<file path="src/rtl/pipe_ctrl.sv">
// pipe_ctrl: pipeline control for the RV32 core with a configurable number of stages.
// Tracks per-stage valid/destination state and produces EX forwarding selects,
// load-use interlocks, branch flushes, external-stall freezing and CSR counters.
//
// Ports:
//   clk, rst              core clock (rising edge), asynchronous active-low reset
//   if_*                  fields of the instruction currently in IF
//   br_taken              redirect resolved in EX this cycle
//   ext_stall             memory/UART wait, freezes the whole pipeline
//   fwd_a, fwd_b          EX operand source: 0 = register file, k = stage k result
//   stall_if, flush_if    hold / kill the IF instruction
//   bubble_ex             load a NOP into the IF->EX register
//   adv                   stage registers advance this cycle
//   stage_valid           valid bits of stages 1..STAGES-1 (bit k-1 = stage k)
//   cycle_cnt, instret_cnt  free-running cycle count and retired-instruction count
module pipe_ctrl #(
    parameter int unsigned STAGES     = 3,
    parameter int unsigned LOAD_STAGE = STAGES - 1,
    parameter int unsigned CNT_W      = 64,
    localparam int unsigned FWD_W     = $clog2(STAGES)
) (
    input  logic              clk,
    input  logic              rst,
    input  logic              if_valid,
    input  logic [4:0]        if_rs1,
    input  logic [4:0]        if_rs2,
    input  logic              if_rs1_used,
    input  logic              if_rs2_used,
    input  logic [4:0]        if_rd,
    input  logic              if_rd_we,
    input  logic              if_is_load,
    input  logic              br_taken,
    input  logic              ext_stall,
    output logic [FWD_W-1:0]  fwd_a,
    output logic [FWD_W-1:0]  fwd_b,
    output logic              stall_if,
    output logic              flush_if,
    output logic              bubble_ex,
    output logic              adv,
    output logic [STAGES-2:0] stage_valid,
    output logic [CNT_W-1:0]  cycle_cnt,
    output logic [CNT_W-1:0]  instret_cnt
);

    // Per-stage state, index k = stage k (1 = EX, STAGES-1 = writeback)
    logic [STAGES-1:1] v_q;
    logic [STAGES-1:1] we_q;
    logic [STAGES-1:1] ld_q;
    logic [4:0]        rd_q [1:STAGES-1];
    // Source operands of the instruction in EX
    logic [4:0]        ex_rs1_q;
    logic [4:0]        ex_rs2_q;
    logic              ex_u1_q;
    logic              ex_u2_q;

    logic              load_use;

    // Load-use: IF reads a register whose producing load will not yet be forwardable
    // when the IF instruction reaches EX (producer then sits at stage k+1).
    always_comb begin
        load_use = 1'b0;
        for (int unsigned k = 1; k < STAGES; k++) begin
            if (v_q[FWD_W'(k)] && we_q[FWD_W'(k)] && ld_q[FWD_W'(k)] &&
                (rd_q[FWD_W'(k)] != 5'd0) && (k + 1 < LOAD_STAGE)) begin
                if ((if_rs1_used && (if_rs1 == rd_q[FWD_W'(k)])) ||
                    (if_rs2_used && (if_rs2 == rd_q[FWD_W'(k)]))) begin
                    load_use = 1'b1;
                end
            end
        end
    end

    // Forwarding: scan oldest to youngest so the youngest eligible producer wins
    always_comb begin
        fwd_a = '0;
        fwd_b = '0;
        for (int unsigned k = STAGES - 1; k >= 2; k--) begin
            if (v_q[FWD_W'(k)] && we_q[FWD_W'(k)] && (rd_q[FWD_W'(k)] != 5'd0) &&
                (!ld_q[FWD_W'(k)] || (k >= LOAD_STAGE))) begin
                if (ex_u1_q && (ex_rs1_q == rd_q[FWD_W'(k)])) fwd_a = FWD_W'(k);
                if (ex_u2_q && (ex_rs2_q == rd_q[FWD_W'(k)])) fwd_b = FWD_W'(k);
            end
        end
    end

    // Hazard controls; a taken branch cancels the wrong-path interlock
    always_comb begin
        adv         = !ext_stall;
        flush_if    = br_taken;
        bubble_ex   = br_taken | load_use;
        stall_if    = (load_use & ~br_taken) | ext_stall;
        stage_valid = v_q;
    end

    // Stage state and counters; only cycle_cnt moves while frozen
    always_ff @(posedge clk or negedge rst) begin
        if (!rst) begin
            v_q         <= '0;
            we_q        <= '0;
            ld_q        <= '0;
            for (int unsigned k = 1; k < STAGES; k++) rd_q[FWD_W'(k)] <= 5'd0;
            ex_rs1_q    <= 5'd0;
            ex_rs2_q    <= 5'd0;
            ex_u1_q     <= 1'b0;
            ex_u2_q     <= 1'b0;
            cycle_cnt   <= '0;
            instret_cnt <= '0;
        end else begin
            cycle_cnt <= cycle_cnt + CNT_W'(1);
            if (adv) begin
                if (v_q[FWD_W'(STAGES - 1)]) instret_cnt <= instret_cnt + CNT_W'(1);
                for (int unsigned k = 2; k < STAGES; k++) begin
                    v_q[FWD_W'(k)]  <= v_q[FWD_W'(k - 1)];
                    we_q[FWD_W'(k)] <= we_q[FWD_W'(k - 1)];
                    ld_q[FWD_W'(k)] <= ld_q[FWD_W'(k - 1)];
                    rd_q[FWD_W'(k)] <= rd_q[FWD_W'(k - 1)];
                end
                // A bubble is a NOP: no sources, no destination
                if (bubble_ex) begin
                    v_q[1]   <= 1'b0;
                    we_q[1]  <= 1'b0;
                    ld_q[1]  <= 1'b0;
                    rd_q[1]  <= 5'd0;
                    ex_rs1_q <= 5'd0;
                    ex_rs2_q <= 5'd0;
                    ex_u1_q  <= 1'b0;
                    ex_u2_q  <= 1'b0;
                end else begin
                    v_q[1]   <= if_valid;
                    we_q[1]  <= if_rd_we;
                    ld_q[1]  <= if_is_load;
                    rd_q[1]  <= if_rd;
                    ex_rs1_q <= if_rs1;
                    ex_rs2_q <= if_rs2;
                    ex_u1_q  <= if_rs1_used;
                    ex_u2_q  <= if_rs2_used;
                end
            end
        end
    end

endmodule

</file>
<file path="config.mk">
export PLATFORM = sky130hd
export DESIGN_NAME = pipe_ctrl
export DESIGN_NICKNAME = d
export VERILOG_FILES = /design/src/rtl/pipe_ctrl.sv
export SDC_FILE = /design/constraint.sdc
export NUM_CORES = 1
export LEC_CHECK = 0
export CORE_ASPECT_RATIO = 1.1
export CORE_UTILIZATION = 25
export DETAILED_ROUTE_END_ITERATION = 10
export GPL_ROUTABILITY_DRIVEN = 0
export GPL_TIMING_DRIVEN = 0
export PLACE_DENSITY = 0.44
export SLEW_MARGIN = 20
export SYNTH_ARGS = -nofsm -noshare
export SYNTH_HDL_FRONTEND = slang
export SYNTH_SLANG_ARGS = --single-unit
export TNS_END_PERCENT = 5
</file>
<file path="constraint.sdc">
create_clock -name clk -period 2.4 [get_ports clk]
set_clock_uncertainty 0.2 [all_clocks]
set_input_delay 0.24 -clock clk [delete_from_list [all_inputs] [get_ports clk]]
set_output_delay 0.24 -clock clk [all_outputs]
set_load 0.03 [all_outputs]
</file>
## Word level (Yosys, flattened, before mapping)

Index checks and enable logic that the tools add are counted.

- Register bits: 154
- Bits of input ports: 24
- Logic and storage cells: 33

- Add/sub/neg operators: 2
- Equality and inequality tests: 2
- Mux-type cells: 11
- Bitwise operators: 1
- Reduce and logical (&&, ||, !) cells: 7

Operators with widths:

| cell | count |
|---|---|
| adder 64 x 1 -> 64 bit, second input constant | 2 |
| 2-to-1 mux 5 bit | 3 |
| equality test 5 bit | 2 |
| 2-to-1 mux 2 bit | 4 |
| nonzero test 5 bit | 1 |
| logical AND 1 bit | 4 |
| 2-to-1 mux 1 bit | 4 |
| AND reduction 2 bit | 1 |
| logical NOT 1 bit | 1 |
| inverter 1 bit | 1 |

## Depth between registers and ports, before layout

Gate-level depths: netlist of run 1.

- Word-level depth: 4
- Mapped depth: 7
- Gate-level depth less buffers: 6

## Worst setup path after synthesis of run 1

OpenSTA, ideal clock, no wires.

- Path type: register to register
- Start: register cycle_cnt[0]
- End: register cycle_cnt[60]
- Setup time: 0.081 ns
- Arrival time: 2.087 ns
- Required time: 2.119 ns
- Setup slack: 0.033 ns
- Stages on the path, launching flop included: 8
- Clock period less this slack: 2.367 ns
- Cell sequence: dfrtp_1 -> ha_1 -> nand4_1 -> nor3_2 -> nand4_2 -> buf_2 -> nor3_1 -> xor2_1

- Word-level cells in the longest chain between the ends: 1

Ends and longest elaborated chain:

| element | line | source |
|---|---|---|
| start, declared | 41 | `output logic [CNT_W-1:0] cycle_cnt,` |
| start signal, assigned | 109 | `cycle_cnt <= cycle_cnt + CNT_W'(1);` |
| adder 64 x 1 -> 64 bit | 109 |  |

No other way between the ends.
A chain may end at the register's enable or synchronous reset.

## Worst setup path after layout of run 1

- Start: register rd_q[2] in the netlist's numbering
- End: output fwd_b[1]

- Word-level cells in the longest chain between the ends: 4
- Elaborated cells on any way between the ends: 6

Ends and longest elaborated chain:

| element | line | source |
|---|---|---|
| start, declared | 49 | `logic [4:0] rd_q [1:STAGES-1];` |
| start signal, assigned by index | 116 | `rd_q[FWD_W'(k)] <= rd_q[FWD_W'(k - 1)];` |
| equality test 5 bit | 81 | `if (ex_u2_q && (ex_rs2_q == rd_q[FWD_W'(k)])) fwd_b = FWD_W'(k);` |
| logical AND 1 bit | 81 |  |
| 2-to-1 mux 2 bit | 81 |  |
| 2-to-1 mux 2 bit * | 78 | `if (v_q[FWD_W'(k)] && we_q[FWD_W'(k)] && (rd_q[FWD_W'(k)] != 5'd0) &&` |
| end, declared | 35 | `output logic [FWD_W-1:0] fwd_b,` |

Mark *: on every way between the ends. The rest lies on a longest branch, timed or not.

==> flow_summary_export.csv, run 1 <==
group,metric,value,unit
floorplanning,rows,64,
yosys,synth.distinct_cells,35,
power_and_ir_drop,p_leak,4.46,nW
yosys,mappedNetlistArea,7130,um^2
floorplanning,die-area,29200,um^2
worst_hold_path,hold_path_class,"primary input to async pin",
yosys,synth_enable_flop_cells,0,
critical_path,r2r_slack,80,ps
yosys,yosysSeqAreaShare,54.1,%
routing,vias,5348,
sta,min_period,2430,ps
sta,setup_viol,1,
critical_path,crit_required,1960,ps
yosys,ys_warn_count,0,
yosys,synth_area_leaders,"dfrtp_1 54%, xor2_1 10%, xnor2_1 6.6%, nand2_1 3.6%, nand3_1 3.0%",
routing,wire_per_inst,15.2,um
floorplanning,coreArea,27900,um^2
sta,tightest_slew,663,ps
sta,slew_headroom,55.7,%
yosys,syn_inst,660,
yosys,ys_ff_latch,154,
routing,drt-total-wl,18600,um
critical_path,critPathMaxStageDelay,530,ps
power_and_ir_drop,vdd_drop_max,0.300,mV
routing,first_pass_iters,4,
global_routing,grt_pass1_wl,30200,um
global_routing,grtUsageTotal,13.3,%
routing,postRouteAntennaNets,0,
sta,worst_slack,-31.5,ps
clocking,h-tree-depth,4,
cells_and_area,n_antenna_cell,0,
clocking,cts.clk_slew.worst_paths,70,ps
cells_and_area,layout-drive-gt1-share,11.3,%
floorplanning,fp.dieH,179,um
critical_path,critPathMaxFanout,4,
clocking,numCtsBuffers,17,
sta,finalHoldViolCount,0,
placement,place_ws,-552,ps
yosys,async_flop_share,100,%
cells_and_area,postLayoutCellArea,9900,um^2
sta,setup_tns,-31.5,ps
yosys,ys.flop_type,"dfrtp_1",
floorplanning,io_pins,162,
status,status,"complete, but fails checks",
yosys,yosys.area.top_type,"dfrtp_1",
cells_and_area,fin_nets,870,
critical_path,critPathLaunchType,"flip-flop",
clocking,cts_max_path_buffers,2,
global_routing,grt_max_degree,84,
placement,placed_area,9200,um^2
critical_path,cp-end-kind,"output port",
routing,drt_iter0_markers,208,
status,violations,"setup timing",
cells_and_area,seqCellArea,3860,um^2
routing,viasPerCell,4.38,
placement,place_hpwl,13100,um
critical_path,crit_type,"flip-flop to output port",
sta,drv_slew,0,
sta,rsz0062_at_grt,"true",
yosys,avgSynthCellArea,10.8,um^2
critical_path,critPathTopFamily,"simple AND/OR/NAND/NOR gates",
run,cap_violations,0,
critical_path,crit_slowest_cell,"or4_1",
sta,fin_crit_sh,101,%
global_routing,antenna_found_initial,0,
global_routing,grt_pass1_vias,5334,
placement,port_buffers,158,
critical_path,crit_arrival,1990,ps
cells_and_area,synthToLayoutAreaGrowth,38.9,%
cells_and_area,multi_input_area,3210,um^2
power_and_ir_drop,power.density,579,nW/um^2
clocking,cts.sinks,154,
floorplanning,start_util,25.5,%
sta,clock.fmax,0.411,GHz
critical_path,timing.critical_path.cells,"or4_1 -> o211ai_1 -> nor3_1 -> clkdlybuf4s15_2",
clocking,cts_root_buf,"clkbuf_16",
critical_path,cp_num_buf_inv,1,
global_routing,grt_overflow_total,0,
clocking,cts_tree,"yes",
yosys,synth_top_area_share,54.1,%
floorplanning,chipWidth,163,um
clocking,insertion_delay,420,ps
routing,drc,0,
cells_and_area,final.fill_count,2852,
## through the flow
stage / hold slack [ps] / cells / total power [W] / utilization, %
2_1_floorplan: -256 / 661 / 0.00301 / -
3_3_place_gp: 264 / 1182 / 0.00324 / 32.8
3_5_place_dp: 53.7 / 1183 / 0.00325 / 32.9
4_1_cts: 165 / 1219 / 0.00583 / 35.1
5_1_grt: 200 / 1220 / 0.00599 / 35.4
6_report: 178 / 1220 / 0.00573 / 35.4
## path summary, 6_finish.rpt
check	start	endpoint	depth (start not counted)
worst max-delay path	rd_q[2]	fwd_b[1]	4
worst min-delay path	rst	instret_cnt[60]	2
worst max register to register	instret_cnt[16]	instret_cnt[51]	6
worst min register to register	cycle_cnt[63]	cycle_cnt[63]	1
max in group asynchronous	rst	cycle_cnt[0]	3
min in group clk	ext_stall	instret_cnt[1]	4
## power breakdown
group / internal, W / total, W / switching, W
sequential: 0.00267 / 0.00276 / 0.0000907
clock: 0.00136 / 0.00254 / 0.00118
combinational: 0.000195 / 0.000434 / 0.000238
## placed cells by master, fill, tap and decap left out, types with 3 or more instances in the layout
master	n
nor3_4	3
a22o_1	7
o21ai_0	12
nor4_4	6
and4_1	5
clkbuf_1	6
mux2_2	7
clkinvlp_4	7
or2_2	6
nand4_1	34
xnor2_1	54
dfrtp_1	147
buf_4	12
nor4_2	4
nand3_2	3
nand2b_1	14
nand2_1	69
nor3_2	4
nor3_1	37
nor2_1	44
clkbuf_16	17
nor4_1	14
xor2_1	81
nand4_2	4
and3_1	9
inv_6	3
clkdlybuf4s50_1	154
dfrtp_2	7
inv_1	21
nand3_1	40
## cells by family (layout without fill, tap and decap cells)
kind of cell | after synthesis | count (layout) | synth area share, %
and+or+nand+nor | 306 | 306 | 23.8
muxes | 7 | 7 | 1.11
buffers and inverters | 35 | 231 | 2.16
DFF | 154 | 154 | 54.1
other | 1 | 2 | 0.0526
AOI/OAI and AO/OA | 20 | 20 | 1.81
adders and majority gates | 2 | 2 | 0.351
xor gates and xnor gates | 135 | 135 | 16.6
## timing repair
item                       4_1_cts  5_1_grt
buffers inserted                 4        1
resized for setup               22       19
hold endpoints to repair        71        0
setup endpoints to repair       49       60
pin swaps                        6        6
hold buffers                     1        0
## cells in the mapped netlist, drive strengths merged (3+ instances only)
master    n
mux2      7
nand4    40
xor2     81
and4      5
dfrtp   154
nor2b     3
nor3     44
nor2     44
buf       9
or2       6
a22o      7
nand2    69
nand2b   14
xnor2    54
nor4     24
o21ai    12
and3      9
inv      21
clkbuf    5
nand3    43
## sequential cells by signal, indices dropped and copies added (netlist names)
name,flops
cycle_cnt,64
ex_rs1_q,5
we_q,2
ex_u1_q,1
rd_q,10
stage_valid,2
ex_u2_q,1
instret_cnt,64
ex_rs2_q,5
## area by class of cell
type	count	share of cell area, %
Sequential cell	154	39.0
Multi-Input combinational cell	472	32.5
Timing Repair Buffer	165	16.8
Tap cell	363	4.59
Clock buffer	20	4.51
Clock inverter	12	0.935
Buffer	13	0.885
Inverter	21	0.796
## layer usage
layer	global-route usage (%)	part of all wire [%]	wire length, um
met5	0	0	0
met4	3.39	0.77	143
met3	2.43	3.1	572
met2	20.4	46	8590
met1	19.0	50	9260
Power figures use the tool's default switching activity.
==> inputs of run 2 (changes only) <==
--- a/config.mk
+++ b/config.mk
@@ -7,10 +7,13 @@
 export LEC_CHECK = 0
 export CORE_ASPECT_RATIO = 1.1
 export CORE_UTILIZATION = 25
+export CTS_CLUSTER_SIZE = 8
 export DETAILED_ROUTE_END_ITERATION = 10
 export GPL_ROUTABILITY_DRIVEN = 0
 export GPL_TIMING_DRIVEN = 0
+export HOLD_SLACK_MARGIN = 0.08
 export PLACE_DENSITY = 0.44
+export SKIP_CTS_REPAIR_TIMING = 1
 export SLEW_MARGIN = 20
 export SYNTH_ARGS = -nofsm -noshare
 export SYNTH_HDL_FRONTEND = slang
==> flow_summary_export.csv, run 2 (same netlist as run 1, synthesis figures left out) <==
group,metric,value,unit
global_routing,grtUsageTotal,13.2,%
global_routing,grt_pass1_vias,5325,
clocking,h-tree-depth,4,
clocking,numCtsBuffers,17,
routing,first_pass_iters,5,
floorplanning,fp.dieH,179,um
clocking,cts_root_buf,"clkbuf_16",
critical_path,cp-end-kind,"output port",
critical_path,timing.critical_path.cells,"or4_1 -> o211ai_1 -> nor3_1 -> clkbuf_2",
placement,place_hpwl,13100,um
routing,postRouteAntennaNets,0,
floorplanning,coreArea,27900,um^2
routing,viasPerCell,4.42,
clocking,cts_tree,"yes",
critical_path,critPathLaunchType,"flip-flop",
global_routing,grt_max_degree,84,
global_routing,grtUsageMet3,2.43,%
sta,fin_crit_sh,97.9,%
routing,vias,5445,
sta,finalHoldViolCount,0,
global_routing,use_met2,20.3,%
sta,slew_headroom,58.4,%
floorplanning,io_pins,162,
sta,drv_slew,0,
power_and_ir_drop,power.density,569,nW/um^2
clocking,cts_max_path_buffers,2,
floorplanning,die-area,29200,um^2
global_routing,grt.busiest_layer,"met2",
floorplanning,chipWidth,163,um
cells_and_area,final_cell_mix,"154 x clkdlybuf4s50_1, 148 x dfrtp_1, 81 x xor2_1",
critical_path,crit_required,1960,ps
power_and_ir_drop,vdd_drop_max,0.300,mV
cells_and_area,final_util,35.9,%
floorplanning,rows,64,
placement,place_ws,-552,ps
clocking,cts.clk_slew.worst_paths,70,ps
routing,drt_iter0_markers,194,
sta,clock.fmax,0.426,GHz
cells_and_area,layout-drive-gt1-share,12.9,%
critical_path,critPathMaxStageDelay,540,ps
clocking,insertion_delay,420,ps
critical_path,crit_slowest_cell,"or4_1",
sta,setup_tns,0,ps
routing,drt-total-wl,18900,um
cells_and_area,final_common_cell,"clkdlybuf4s50_1",
global_routing,antenna_found_initial,0,
clocking,cts.sinks,154,
global_routing,met1_usage,19.0,%
run,cap_violations,0,
cells_and_area,fin_nets,882,
global_routing,grt_overflow_total,0,
sta,rsz0062_at_grt,"true",
cells_and_area,synthToLayoutAreaGrowth,40.9,%
sta,tightest_slew,620,ps
power_and_ir_drop,p_leak,4.55,nW
sta,worst_slack,50.6,ps
placement,port_buffers,158,
status,status,"finished, final reports clean",
floorplanning,start_util,25.5,%
sta,hold_slack,179,ps
critical_path,critPathMaxFanout,4,
worst_hold_path,hold_path_class,"primary input to async pin",
sta,setup_viol,0,
cells_and_area,reg_top3,"cycle_cnt: 64 flops, instret_cnt: 64 flops, rd_q: 10 flops",
routing,drc,0,
critical_path,crit_arrival,1910,ps
global_routing,grt_pass1_wl,30100,um
power_and_ir_drop,total_power,0.00572,W
sta,min_period,2350,ps
critical_path,crit_type,"flip-flop to output port",
cells_and_area,final.fill_count,2833,
cells_and_area,n_antenna_cell,0,
routing,wire_per_inst,15.3,um
==> run 2: worst paths after layout <==
kind                                start  cells past startpoint         endpoint  slack, ps
max                               rd_q[1]                      4         fwd_b[1]         50
min                                   rst                      2  instret_cnt[60]        180
min in group clk                ext_stall                      4   instret_cnt[1]        180
max in group asynchronous             rst                      3     cycle_cnt[0]        970
min reg2reg                 cycle_cnt[63]                      1    cycle_cnt[63]        280
max reg2reg                instret_cnt[5]                      5  instret_cnt[52]         70
==> run 2: cell type report <==
cell class                      instances  area, um^2  area share (%)
Timing Repair Buffer                  176        1760            17.5
Sequential cell                       154        3860            38.5
Tap cell                              363         454            4.52
Multi-Input combinational cell        473        3270            32.5
Buffer                                 13        85.1           0.847
Clock buffer                           20         447            4.45
Inverter                               21        78.8           0.785
Clock inverter                         12        92.6           0.922
==> run 2: where the power goes <==
group	switching, W	total (W)	internal, W
registers	0.0000920	0.00276	0.00267
logic	0.000237	0.000430	0.000193
clock network	0.00116	0.00253	0.00136
==> run 2: critical path, delay by kind of cell, from the launching register on <==
kind            cells  cell delay, ps
compound gates      1             220
simple gates        2             640
buf+inv             1             190
flops               1             440
==> run 2: per-stage QoR <==
step                      std cells  area [um^2]
after global routing           1232        10000
after detailed placement       1183         9200
after floorplan                 661         7130
after global placement         1182         9170
final                          1232        10000
after CTS                      1215         9740
==> run 2: routing by layer <==
| metal | vias up | wire length, um |
|---|---|---|
| li1 | 2670 | - |
| met1 | 2648 | 9380 |
| met2 | 118 | 8710 |
| met3 | 9 | 641 |
| met4 | 0 | 160 |
| met5 | - | 0 |
==> inputs of run 3 (changes only) <==
--- a/config.mk
+++ b/config.mk
@@ -5,6 +5,7 @@
 export SDC_FILE = /design/constraint.sdc
 export NUM_CORES = 1
 export LEC_CHECK = 0
+export CAP_MARGIN = 20
 export CORE_ASPECT_RATIO = 1.1
 export CORE_UTILIZATION = 25
 export CTS_CLUSTER_SIZE = 8
==> results of run 3 <==
The final DEF is identical to that of run 2; final timing and power are the same.
